**src/rtl/btn_pkg.sv**
```systemverilog
`default_nettype none
// ============================================================================
//  Module   : btn_pkg
//  Purpose  : Shared constants for the button conditioner: per-channel FSM
//             state encoding, debounce defaults for board and simulation
//             builds, and a helper for the long-press default.
//  Revision : 1.0  initial release
// ============================================================================
package btn_pkg;

    // Per-channel debounce FSM states (2-bit encoding)
    localparam logic [1:0] ST_IDLE      = 2'd0;
    localparam logic [1:0] ST_CHK_PRESS = 2'd1;
    localparam logic [1:0] ST_HELD      = 2'd2;
    localparam logic [1:0] ST_CHK_REL   = 2'd3;

    // 10 ms at 50 MHz on the board; a short window keeps simulation fast
    localparam int DEBOUNCE_CYC_BOARD = 500000;
    localparam int DEBOUNCE_CYC_SIM   = 4;

    // Largest value a cnt_w-bit counter can hold; default long-press length
    function automatic int long_cyc_max(input int cnt_w);
        return (1 << cnt_w) - 1;
    endfunction

endpackage
`default_nettype wire

```
**src/rtl/button_conditioner_if.sv**
```systemverilog
`default_nettype none
// ============================================================================
//  Module   : button_conditioner_if
//  Purpose  : Bundle of the button conditioner's data/handshake signals.
//             master = board/command side driving raw inputs and acks,
//             slave  = the conditioner itself.
//  Revision : 1.0  initial release
// ============================================================================
interface button_conditioner_if #(
    parameter int NUM_BTN = 3,
    parameter int SW_W    = 8
);
    logic [NUM_BTN-1:0] btn_in;
    logic [SW_W-1:0]    switch_in;
    logic [NUM_BTN-1:0] pend_ack;
    logic [NUM_BTN-1:0] press_pulse;
    logic [NUM_BTN-1:0] press_pending;
    logic [NUM_BTN-1:0] btn_level;
    logic [SW_W-1:0]    switch_snap;
    logic [NUM_BTN-1:0] long_pulse;

    modport master (
        output btn_in, switch_in, pend_ack,
        input  press_pulse, press_pending, btn_level, switch_snap, long_pulse
    );

    modport slave (
        input  btn_in, switch_in, pend_ack,
        output press_pulse, press_pending, btn_level, switch_snap, long_pulse
    );
endinterface
`default_nettype wire

```
**src/rtl/button_debounce_ch.sv**
```systemverilog
`default_nettype none
// ============================================================================
//  Module   : button_debounce_ch
//  Purpose  : One button channel: synchroniser, IDLE/CHK_PRESS/HELD/CHK_REL
//             debounce FSM, registered press pulse and debounced level.
//             Optional long-press detection under `LONGPRESS_EN.
//  Revision : 1.0  initial release
// ============================================================================
module button_debounce_ch
    import btn_pkg::*;
#(
    parameter int SYNC_STAGES  = 2,
    parameter int CNT_W        = 20,
    parameter int DEBOUNCE_CYC = DEBOUNCE_CYC_BOARD,
    parameter int LONG_CYC     = long_cyc_max(CNT_W)
) (
    input  wire logic clk,
    input  wire logic reset,
    input  wire logic btn_i,
    output logic      accept_o,
    output logic      press_pulse_o,
    output logic      level_o,
    output logic      long_pulse_o
);

    localparam logic [CNT_W-1:0] DB_LAST = CNT_W'(DEBOUNCE_CYC - 1);
    // Hard ceiling for the debounce count so it can never wrap
    localparam int               CAP_I   = (LONG_CYC > DEBOUNCE_CYC - 1) ? LONG_CYC : DEBOUNCE_CYC - 1;
    localparam logic [CNT_W-1:0] CNT_CAP = CNT_W'(CAP_I);

    logic [SYNC_STAGES-1:0] sync_q;
    logic                   synced;
    logic [1:0]             state_q, state_d;
    logic [CNT_W-1:0]       cnt_q, cnt_d;
    logic                   pulse_q, pulse_d;
    logic                   level_q, level_d;

`ifdef LONGPRESS_EN
    localparam logic [CNT_W-1:0] LONG_LAST = CNT_W'(LONG_CYC);
    localparam logic [CNT_W-1:0] LONG_M1   = CNT_W'(LONG_CYC - 1);
    logic long_q, long_d;
    logic done_q, done_d;
`endif

    assign synced = sync_q[SYNC_STAGES-1];

    // Next-state logic for the debounce FSM and its shared counter
    always_comb begin
        state_d = state_q;
        cnt_d   = cnt_q;
        pulse_d = 1'b0;
        level_d = level_q;
`ifdef LONGPRESS_EN
        long_d  = 1'b0;
        done_d  = done_q;
`endif
        case (state_q)
            ST_IDLE: begin
                if (synced) begin
                    state_d = ST_CHK_PRESS;
                    cnt_d   = '0;
                end
            end
            ST_CHK_PRESS: begin
                if (!synced) begin
                    state_d = ST_IDLE;
                    cnt_d   = '0;
                end else if (cnt_q == DB_LAST) begin
                    state_d = ST_HELD;
                    cnt_d   = '0;
                    pulse_d = 1'b1;
                    level_d = 1'b1;
                end else if (cnt_q != CNT_CAP) begin
                    cnt_d = cnt_q + 1'b1;
                end
            end
            ST_HELD: begin
                if (!synced) begin
                    state_d = ST_CHK_REL;
                    cnt_d   = '0;
                end
`ifdef LONGPRESS_EN
                else if (cnt_q != LONG_LAST) begin
                    cnt_d = cnt_q + 1'b1;
                    // Fire once per hold; a release bounce must not re-arm it
                    if (cnt_q == LONG_M1 && !done_q) begin
                        long_d = 1'b1;
                        done_d = 1'b1;
                    end
                end
`endif
            end
            ST_CHK_REL: begin
                if (synced) begin
                    state_d = ST_HELD;
                    cnt_d   = '0;
                end else if (cnt_q == DB_LAST) begin
                    state_d = ST_IDLE;
                    cnt_d   = '0;
                    level_d = 1'b0;
`ifdef LONGPRESS_EN
                    done_d  = 1'b0;
`endif
                end else if (cnt_q != CNT_CAP) begin
                    cnt_d = cnt_q + 1'b1;
                end
            end
            default: begin
                state_d = ST_IDLE;
                cnt_d   = '0;
            end
        endcase
    end

    // Synchroniser chain, FSM state, counter and registered outputs
    always_ff @(posedge clk or negedge reset) begin
        if (!reset) begin
            sync_q  <= '0;
            state_q <= ST_IDLE;
            cnt_q   <= '0;
            pulse_q <= 1'b0;
            level_q <= 1'b0;
        end else begin
            sync_q  <= {sync_q[SYNC_STAGES-2:0], btn_i};
            state_q <= state_d;
            cnt_q   <= cnt_d;
            pulse_q <= pulse_d;
            level_q <= level_d;
        end
    end

`ifdef LONGPRESS_EN
    // Long-press pulse and once-per-hold guard
    always_ff @(posedge clk or negedge reset) begin
        if (!reset) begin
            long_q <= 1'b0;
            done_q <= 1'b0;
        end else begin
            long_q <= long_d;
            done_q <= done_d;
        end
    end
    assign long_pulse_o = long_q;
`else
    assign long_pulse_o = 1'b0;
`endif

    // accept_o marks the edge that raises press_pulse_o (used for the snapshot)
    assign accept_o      = pulse_d;
    assign press_pulse_o = pulse_q;
    assign level_o       = level_q;

endmodule
`default_nettype wire

```
**src/rtl/button_conditioner.sv**
```systemverilog
`default_nettype none
// ============================================================================
//  Module   : button_conditioner
//  Purpose  : Synchronises, debounces and edge-detects the push buttons;
//             provides sticky pending flags with ack and a switch snapshot
//             taken on each button-0 press. Everything runs on clk.
//  Options  : `LONGPRESS_EN enables long-press pulses (long_pulse).
//  Revision : 1.0  initial release
// ============================================================================
module button_conditioner
    import btn_pkg::*;
#(
    parameter int NUM_BTN      = 3,
    parameter int SYNC_STAGES  = 2,
    parameter int CNT_W        = 20,
    parameter int DEBOUNCE_CYC = DEBOUNCE_CYC_BOARD,
    parameter int LONG_CYC     = long_cyc_max(CNT_W),
    parameter int SW_W         = 8
) (
    input  wire logic            clk,
    input  wire logic            reset,
    button_conditioner_if.slave  bus
);

    logic [NUM_BTN-1:0] accept_w;
    logic [NUM_BTN-1:0] press_w;
    logic [NUM_BTN-1:0] level_w;
    logic [NUM_BTN-1:0] long_w;
    logic [NUM_BTN-1:0] pend_q, pend_d;
    logic [SW_W-1:0]    sw_sync_q [SYNC_STAGES];
    logic [SW_W-1:0]    snap_q;

    for (genvar i = 0; i < NUM_BTN; i++) begin : g_ch
        button_debounce_ch #(
            .SYNC_STAGES  (SYNC_STAGES),
            .CNT_W        (CNT_W),
            .DEBOUNCE_CYC (DEBOUNCE_CYC),
            .LONG_CYC     (LONG_CYC)
        ) u_ch (
            .clk           (clk),
            .reset         (reset),
            .btn_i         (bus.btn_in[i]),
            .accept_o      (accept_w[i]),
            .press_pulse_o (press_w[i]),
            .level_o       (level_w[i]),
            .long_pulse_o  (long_w[i])
        );
    end

    // Pending: a visible press pulse sets the flag and wins over a same-cycle ack
    always_comb begin
        pend_d = (pend_q & ~bus.pend_ack) | press_w;
    end

    // Pending flag register
    always_ff @(posedge clk or negedge reset) begin
        if (!reset) begin
            pend_q <= '0;
        end else begin
            pend_q <= pend_d;
        end
    end

    // Switch synchroniser; snapshot taken on the edge that raises press_pulse[0]
    always_ff @(posedge clk or negedge reset) begin
        if (!reset) begin
            for (int k = 0; k < SYNC_STAGES; k++) begin
                sw_sync_q[k] <= '0;
            end
            snap_q <= '0;
        end else begin
            sw_sync_q[0] <= bus.switch_in;
            for (int k = 1; k < SYNC_STAGES; k++) begin
                sw_sync_q[k] <= sw_sync_q[k-1];
            end
            if (accept_w[0]) begin
                snap_q <= sw_sync_q[SYNC_STAGES-1];
            end
        end
    end

    assign bus.press_pulse   = press_w;
    assign bus.press_pending = pend_q;
    assign bus.btn_level     = level_w;
    assign bus.long_pulse    = long_w;
    assign bus.switch_snap   = snap_q;

endmodule
`default_nettype wire
```
**src/flat_wrapper.sv**
```systemverilog
// flat-port wrapper written by rule: the top's interface ports become plain ports
module button_conditioner_flat import btn_pkg::*;
#(
    parameter int NUM_BTN      = 3,
    parameter int SYNC_STAGES  = 2,
    parameter int CNT_W        = 20,
    parameter int DEBOUNCE_CYC = DEBOUNCE_CYC_BOARD,
    parameter int LONG_CYC     = long_cyc_max(CNT_W),
    parameter int SW_W         = 8
)
  (clk, reset, bus_btn_in, bus_switch_in, bus_pend_ack, bus_press_pulse, bus_press_pending, bus_btn_level, bus_switch_snap, bus_long_pulse);
  button_conditioner_if #(.NUM_BTN(NUM_BTN), .SW_W(SW_W)) bus_i ();
  input  wire logic clk;
  input  wire logic reset;
  input wire logic [$bits(bus_i.btn_in)-1:0] bus_btn_in;
  input wire logic [$bits(bus_i.switch_in)-1:0] bus_switch_in;
  input wire logic [$bits(bus_i.pend_ack)-1:0] bus_pend_ack;
  output wire logic [$bits(bus_i.press_pulse)-1:0] bus_press_pulse;
  output wire logic [$bits(bus_i.press_pending)-1:0] bus_press_pending;
  output wire logic [$bits(bus_i.btn_level)-1:0] bus_btn_level;
  output wire logic [$bits(bus_i.switch_snap)-1:0] bus_switch_snap;
  output wire logic [$bits(bus_i.long_pulse)-1:0] bus_long_pulse;
  assign bus_i.btn_in = bus_btn_in;
  assign bus_i.switch_in = bus_switch_in;
  assign bus_i.pend_ack = bus_pend_ack;
  assign bus_press_pulse = bus_i.press_pulse;
  assign bus_press_pending = bus_i.press_pending;
  assign bus_btn_level = bus_i.btn_level;
  assign bus_switch_snap = bus_i.switch_snap;
  assign bus_long_pulse = bus_i.long_pulse;
  button_conditioner #(.NUM_BTN(NUM_BTN), .SYNC_STAGES(SYNC_STAGES), .CNT_W(CNT_W), .DEBOUNCE_CYC(DEBOUNCE_CYC), .LONG_CYC(LONG_CYC), .SW_W(SW_W)) u_core (.clk(clk), .reset(reset), .bus(bus_i));
endmodule
```
**config.mk**
```make
export PLATFORM = sky130hd
export DESIGN_NAME = button_conditioner_flat
export DESIGN_NICKNAME = d
export VERILOG_FILES = /design/src/rtl/btn_pkg.sv /design/src/rtl/button_conditioner_if.sv /design/src/rtl/button_debounce_ch.sv /design/src/rtl/button_conditioner.sv /design/src/flat_wrapper.sv
export SDC_FILE = /design/constraint.sdc
export NUM_CORES = 1
export LEC_CHECK = 0
export ABC_AREA = 1
export CAP_MARGIN = 10
export CORE_AREA = 5 5 102 104
export CTS_CLUSTER_SIZE = 8
export DETAILED_ROUTE_END_ITERATION = 10
export DIE_AREA = 0 0 107 109
export GPL_ROUTABILITY_DRIVEN = 0
export HOLD_SLACK_MARGIN = 0.06
export PLACE_DENSITY = 0.85
export SYNTH_ARGS = -nofsm -noshare
export SYNTH_HDL_FRONTEND = slang
export SYNTH_SLANG_ARGS = --single-unit
```
**constraint.sdc**
```tcl
create_clock -name clk -period 2.6 [get_ports clk]
set_input_delay 0.26 -clock clk [delete_from_list [all_inputs] [get_ports clk]]
set_output_delay 0.26 -clock clk [all_outputs]
set_load 0.02 [all_outputs]
```
# Word level (Yosys, flattened, before mapping)
# Cells that the tools add are included.
# totals
ff_bits	105
in_bits	16
out_inout_bits	20
wordCells	145
# classes
n_reduce_logical	15
add_sub_neg	3
n_bitwise	3
n_mux	66
n_eq_ne	39
# op_table
cell	n
20-bit 2-to-1 mux	18
20-bit one-hot mux with 4 select lines	3
20-bit by 1-bit adder with 20-bit output (second input constant)	3
20-bit by 19-bit equality test with 1-bit output (second input constant)	3
20-bit != test (second input constant)	3
2-bit 2-to-1 mux	18
2-bit != test (second input constant)	18
2-bit one-hot mux with 4 select lines	3
1-bit 2-to-1 mux	21
3-bit != test (second input constant)	6
5-bit AND reduction	3
2-bit equality test (second input constant)	6
4-bit AND reduction	3
2-bit by 1-bit equality test with 1-bit output (second input constant)	3
2-bit zero test	3
1-bit one-hot mux with 2 select lines	3
2-bit AND reduction	3
2-bit nonzero test	3
3-bit AND	1
3-bit inverter	1
3-bit bitwise OR	1

# Depth between registers and ports, before layout
# depth
word_depth	5
mapped_depth	11
depth_no_buf	10

# Cells and area by module
# Synthesis repeated with hierarchy kept, for this count alone.
# hier_totals
cells_unflattened	888
hier_area_um2	6203.4
# by_module_without_submodules
mod	n_inst	area_per_inst_um2	seq_area_each_um2	cells_per_inst
button_debounce_ch (u_core.g_ch[0].u_ch)	1	1854.3	650.6	286
button_debounce_ch (u_core.g_ch[1].u_ch)	1	1761.7	650.6	273
button_debounce_ch (u_core.g_ch[2].u_ch)	1	1761.7	650.6	264
button_conditioner	1	825.8	675.6	65

# Worst setup path before layout
# No wires, ideal clock.
# synth_timing
kind	register -> register
startpoint	register u_core.g_ch[2].u_ch.cnt_q[0]
endpoint	register u_core.g_ch[2].u_ch.cnt_q[1]
stages_incl_launch_ff	10
path_slack_ns	0.934
setup_ns	0.124
t_arrival_ns	1.542
period_less_slack_ns	1.666
path_buffers	1
required_ns	2.476
path_cell_list	dfrtp_1 -> ha_1 -> inv_1 -> nor2_4 -> nand2_4 -> nor2_8 -> nand3_4 -> buf_6 -> o211ai_1 -> nand2_1
# synth_between
elab_chain_cells	5
word_cells_on_any_way	8
cone_classes	1 x add/sub; 2 x eq/ne; 5 x mux
# synth_lines
element	line	text
start: declaration	button_debounce_ch.sv:34	logic [CNT_W-1:0] cnt_q, cnt_d;
start signal: assignment	button_debounce_ch.sv:126	cnt_q <= cnt_d;
20-bit by 1-bit adder with 20-bit output / 20-bit != test (equally long branches)	--	
20-bit 2-to-1 mux	button_debounce_ch.sv:73, button_debounce_ch.sv:104	
20-bit 2-to-1 mux *	button_debounce_ch.sv:68	end else if (cnt_q == DB_LAST) begin
20-bit 2-to-1 mux, on equally long branches	button_debounce_ch.sv:94, button_debounce_ch.sv:65	
20-bit one-hot mux with 4 select lines *	button_debounce_ch.sv:57	case (state_q)
# Mark *: on every way between the ends. The rest lies on a longest branch, timed or not.
# A chain may end at the register's enable or synchronous reset.

# Final worst setup path
# layout_timing
startpoint	register u_core.g_ch[0].u_ch.cnt_q[0]
endpoint	register u_core.g_ch[0].u_ch.cnt_q[8]
# layout_between
elab_chain_cells	5
word_cells_on_any_way	8
cone_classes	1 x add/sub; 2 x eq/ne; 5 x mux
# layout_lines
element	line
start: declaration	button_debounce_ch.sv:34
start signal: assignment	button_debounce_ch.sv:126
20-bit by 1-bit adder with 20-bit output / 20-bit != test (equally long branches)	--
20-bit 2-to-1 mux	button_debounce_ch.sv:73, button_debounce_ch.sv:104
20-bit 2-to-1 mux *	button_debounce_ch.sv:68
20-bit 2-to-1 mux, on equally long branches	button_debounce_ch.sv:94, button_debounce_ch.sv:65
20-bit one-hot mux with 4 select lines *	button_debounce_ch.sv:57
# Marks and branches as above.

==> flow_summary.ini <==
[critical_path]
critPathMaxFanout = 19
cp.required_ns = 2.88
path_class = register to register
path_depth = 9
endpoint_kind = register
crit_family = simple AND/OR/NAND/NOR gates
regToRegSetupSlack_ns = 0.57
slowest_delay_ns = 0.42
cp.arrival_ns = 2.31
start_kind = register
crit_chain = ha_1 > nand3_2 > nor2_1 > nand3_2 > buf_4 > nand2_1 > nand2_1 > nand3_1 > o21ai_0
reg2reg_from = u_core.g_ch[0].u_ch.cnt_q[0]$_DFFE_PN0P_
crit_buf_inv = 1
r2r_end = u_core.g_ch[0].u_ch.cnt_q[8]$_DFFE_PN0P_
reg2reg_depth = 9
cp_slowest_cell = dfrtp_1

[routing]
dr.pass1.iters = 7
drcViolationCount = 0
route.vias.total = 5495
drtAntennaViolNets = 0
drt_iter0_drc = 357
totalWireLength_um = 13400
viasPerCell = 5.64
wl_per_cell_um = 13.7

[logic_synthesis]
synth-adder-area-share = 0.00630
yosysWarnings = 0
syn_avg_cell_area_um2 = 7.19
synthArstFlopShare = 1.00
yosys.area_share.simple = 0.384
synth_edf_count = 0
synth_top_family_by_area = simple AND/OR/NAND/NOR gates
synthMuxAreaShare = 0
synth_compound_area_frac = 0.0663
synth-seq-cells = 105
synth.cell_area_um2 = 5960
ys.flop_type = dfrtp_1
ys_seq_area_frac = 0.441
synthXorXnorAreaFrac = 0.00588
netlist_instances = 829
ys_types = 34

[die]
die_x_um = 107
die-area_um2 = 11700
die_y_um = 109
coreArea_um2 = 9460
pin_count = 36
rows = 36
initial_utilization = 0.630

[grt]
grt_max_degree = 81
grt_pass1_vias = 5441
grt.overflow.total = 0
grt_pass1_wl_um = 23500
grt_antenna_before_repair = 0
grtUsageTotal = 0.246

[timing]
fmax_mhz = 493
min_period_over_period = 0.780
setup_viol = 0
skew_ns = 0.0179
max_slew_margin = 0.626
worstMarginPinSlew_ns = 0.556
finalMaxSlewViolations = 0
hold_viol_final = 0
period_needed_ns = 2.03
fin_tns_setup_ns = 0
rsz0062_at_grt = no

[cells_and_area]
layout_commonest_cell = nand2_1
final_nets = 875
final_layout_size_suffix_gt1_frac = 0.0616
layout_common_cells = 247 x nand2_1, 118 x nand3_1, 105 x dfrtp_1
final.fill_count = 746
synthToLayoutAreaGrowth_pct = 9.87
diodes = 0
seqCellArea_um2 = 2630
multi_input_area_um2 = 2770
finish.instance_area_um2 = 6550

[clocking]
cts_made_buffers = 9
clkSinkCount = 105
clock_path_buffers = 2
cts_max_level = 3
cts_setup_buffers = 0
clk_pin_slew_ns = 0.11
cts_tree = yes
hold_buffers = 1
ctsResizeCount = 0
worstSkewPairLatency_ns = 0.39
cts-root-buf = clkbuf_8

[power]
switching_share = 0.292
irDropWorstVdd_uv = 400
p_leak_nw = 3.15
power.internal_mw = 2.17
powerDensity_nw_per_um2 = 468
clkPwrFrac = 0.336
p_switching_uw = 896
power_frac_comb = 0.102
seqPwrFrac = 0.562

[placed_design]
place_area_um2 = 6330
dpl.hpwl_um = 9600
io_buffers = 32

[min_path]
hp-start = bus_btn_in[2]
min_path_type = primary input to register
holdPathEnd = u_core.g_ch[2].u_ch.sync_q[0]$_DFF_PN0_
min_path_cells = 1

[flow_run]
maxCapViolCount = 0

[outcome]
status = finished, final reports clean
routing by layer:
metal  global-route usage  share of wire
met5                    0              0
met1                0.304           0.42
met2                0.429           0.50
met4               0.0941          0.022
met3               0.0480          0.052
how the worst max path moves through the flow:
stage | slack (ns) | end | start
after floorplan | 0.93 | u_core.g_ch[2].u_ch.cnt_q[1]$_DFFE_PN0P_ | u_core.g_ch[2].u_ch.cnt_q[0]$_DFFE_PN0P_
after global routing | 0.37 | u_core.g_ch[0].u_ch.cnt_q[5]$_DFFE_PN0P_ | u_core.g_ch[0].u_ch.cnt_q[0]$_DFFE_PN0P_
after detailed placement | 0.61 | u_core.g_ch[0].u_ch.cnt_q[8]$_DFFE_PN0P_ | u_core.g_ch[0].u_ch.cnt_q[0]$_DFFE_PN0P_
after CTS | 0.60 | u_core.g_ch[0].u_ch.cnt_q[5]$_DFFE_PN0P_ | u_core.g_ch[0].u_ch.cnt_q[0]$_DFFE_PN0P_
after global placement | 0.72 | u_core.g_ch[0].u_ch.cnt_q[8]$_DFFE_PN0P_ | u_core.g_ch[0].u_ch.cnt_q[0]$_DFFE_PN0P_
final | 0.57 | u_core.g_ch[0].u_ch.cnt_q[8]$_DFFE_PN0P_ | u_core.g_ch[0].u_ch.cnt_q[0]$_DFFE_PN0P_
power groups by stage:
stage / registers (mW) / logic [mW] / clock network (mW)
floorplan: 1.74 / 0.195 / 0
global placement: 1.75 / 0.304 / 0
detailed placement: 1.75 / 0.313 / 0
CTS: 1.72 / 0.316 / 1.06
global route: 1.73 / 0.360 / 1.11
finish: 1.72 / 0.314 / 1.03
cell usage after synthesis (2+ instances only):
| library cell | n | area [um2] |
|---|---|---|
| nand3_1 | 118 | 591 |
| buf_6 | 3 | 33.8 |
| o21ai_1 | 17 | 85.1 |
| nor2_2 | 3 | 18.8 |
| o21ai_0 | 25 | 125 |
| xor2_1 | 2 | 17.5 |
| nor3_2 | 4 | 40.0 |
| buf_2 | 7 | 35.0 |
| nand3_2 | 5 | 50.1 |
| or2_2 | 4 | 25.0 |
| inv_2 | 4 | 15.0 |
| xnor2_1 | 2 | 17.5 |
| nand3b_1 | 4 | 30.0 |
| a21oi_1 | 28 | 140 |
| buf_4 | 9 | 67.6 |
| nand4_1 | 18 | 113 |
| nand2_1 | 247 | 927 |
| clkbuf_1 | 7 | 26.3 |
| o211ai_1 | 3 | 22.5 |
| inv_1 | 103 | 387 |
| dfrtp_1 | 105 | 2630 |
| o21bai_1 | 3 | 22.5 |
| ha_1 | 3 | 37.5 |
| nor3_1 | 14 | 70.1 |
| nor2_4 | 3 | 33.8 |
| nor2_1 | 80 | 300 |
state kept, by name, indices dropped and copies added, names as in the netlist, named ones only:
name / cells
u_core.sw_sync_q: 16
u_core.g_ch.u_ch.state_q: 3
u_core.bus.switch_snap: 8
u_core.g_ch.u_ch.sync_q: 6
u_core.g_ch.u_ch.press_pulse_o: 3
u_core.g_ch.u_ch.level_o: 3
u_core.g_ch.u_ch.cnt_q: 60
u_core.bus.press_pending: 3
area by class of cell:
type / instances / area share
clock inverters: 7 / 0.0124
clock buffers: 9 / 0.0189
well taps: 114 / 0.0218
flip-flops and latches: 105 / 0.401
multi-input cells: 592 / 0.423
inverters: 107 / 0.0613
repair buffers: 41 / 0.0612
through the flow:
step	hold WS (ns)	power, mW	setup slack, ns	util	instances
finish	0.299	3.06	0.573	0.692	975
global placement	0.195	2.05	0.721	0.669	958
floorplan	-0.0356	1.94	0.934	-	831
detailed placement	0.197	2.07	0.611	0.669	958
CTS	0.286	3.10	0.604	0.692	975
global route	0.278	3.20	0.371	0.692	975
cells by family (layout without fill, tap and decap cells):
logic type / after synthesis / count (layout)
XOR/XNOR: 4 / 4
other: 1 / 3
adder cells (fa/ha/maj): 3 / 3
buffers and inverters: 134 / 164
AND/OR/NAND/NOR: 506 / 506
flip-flops: 105 / 105
AO/OA/AOI/OAI: 76 / 76
Note: power is estimated with default switching activity, not from simulation.
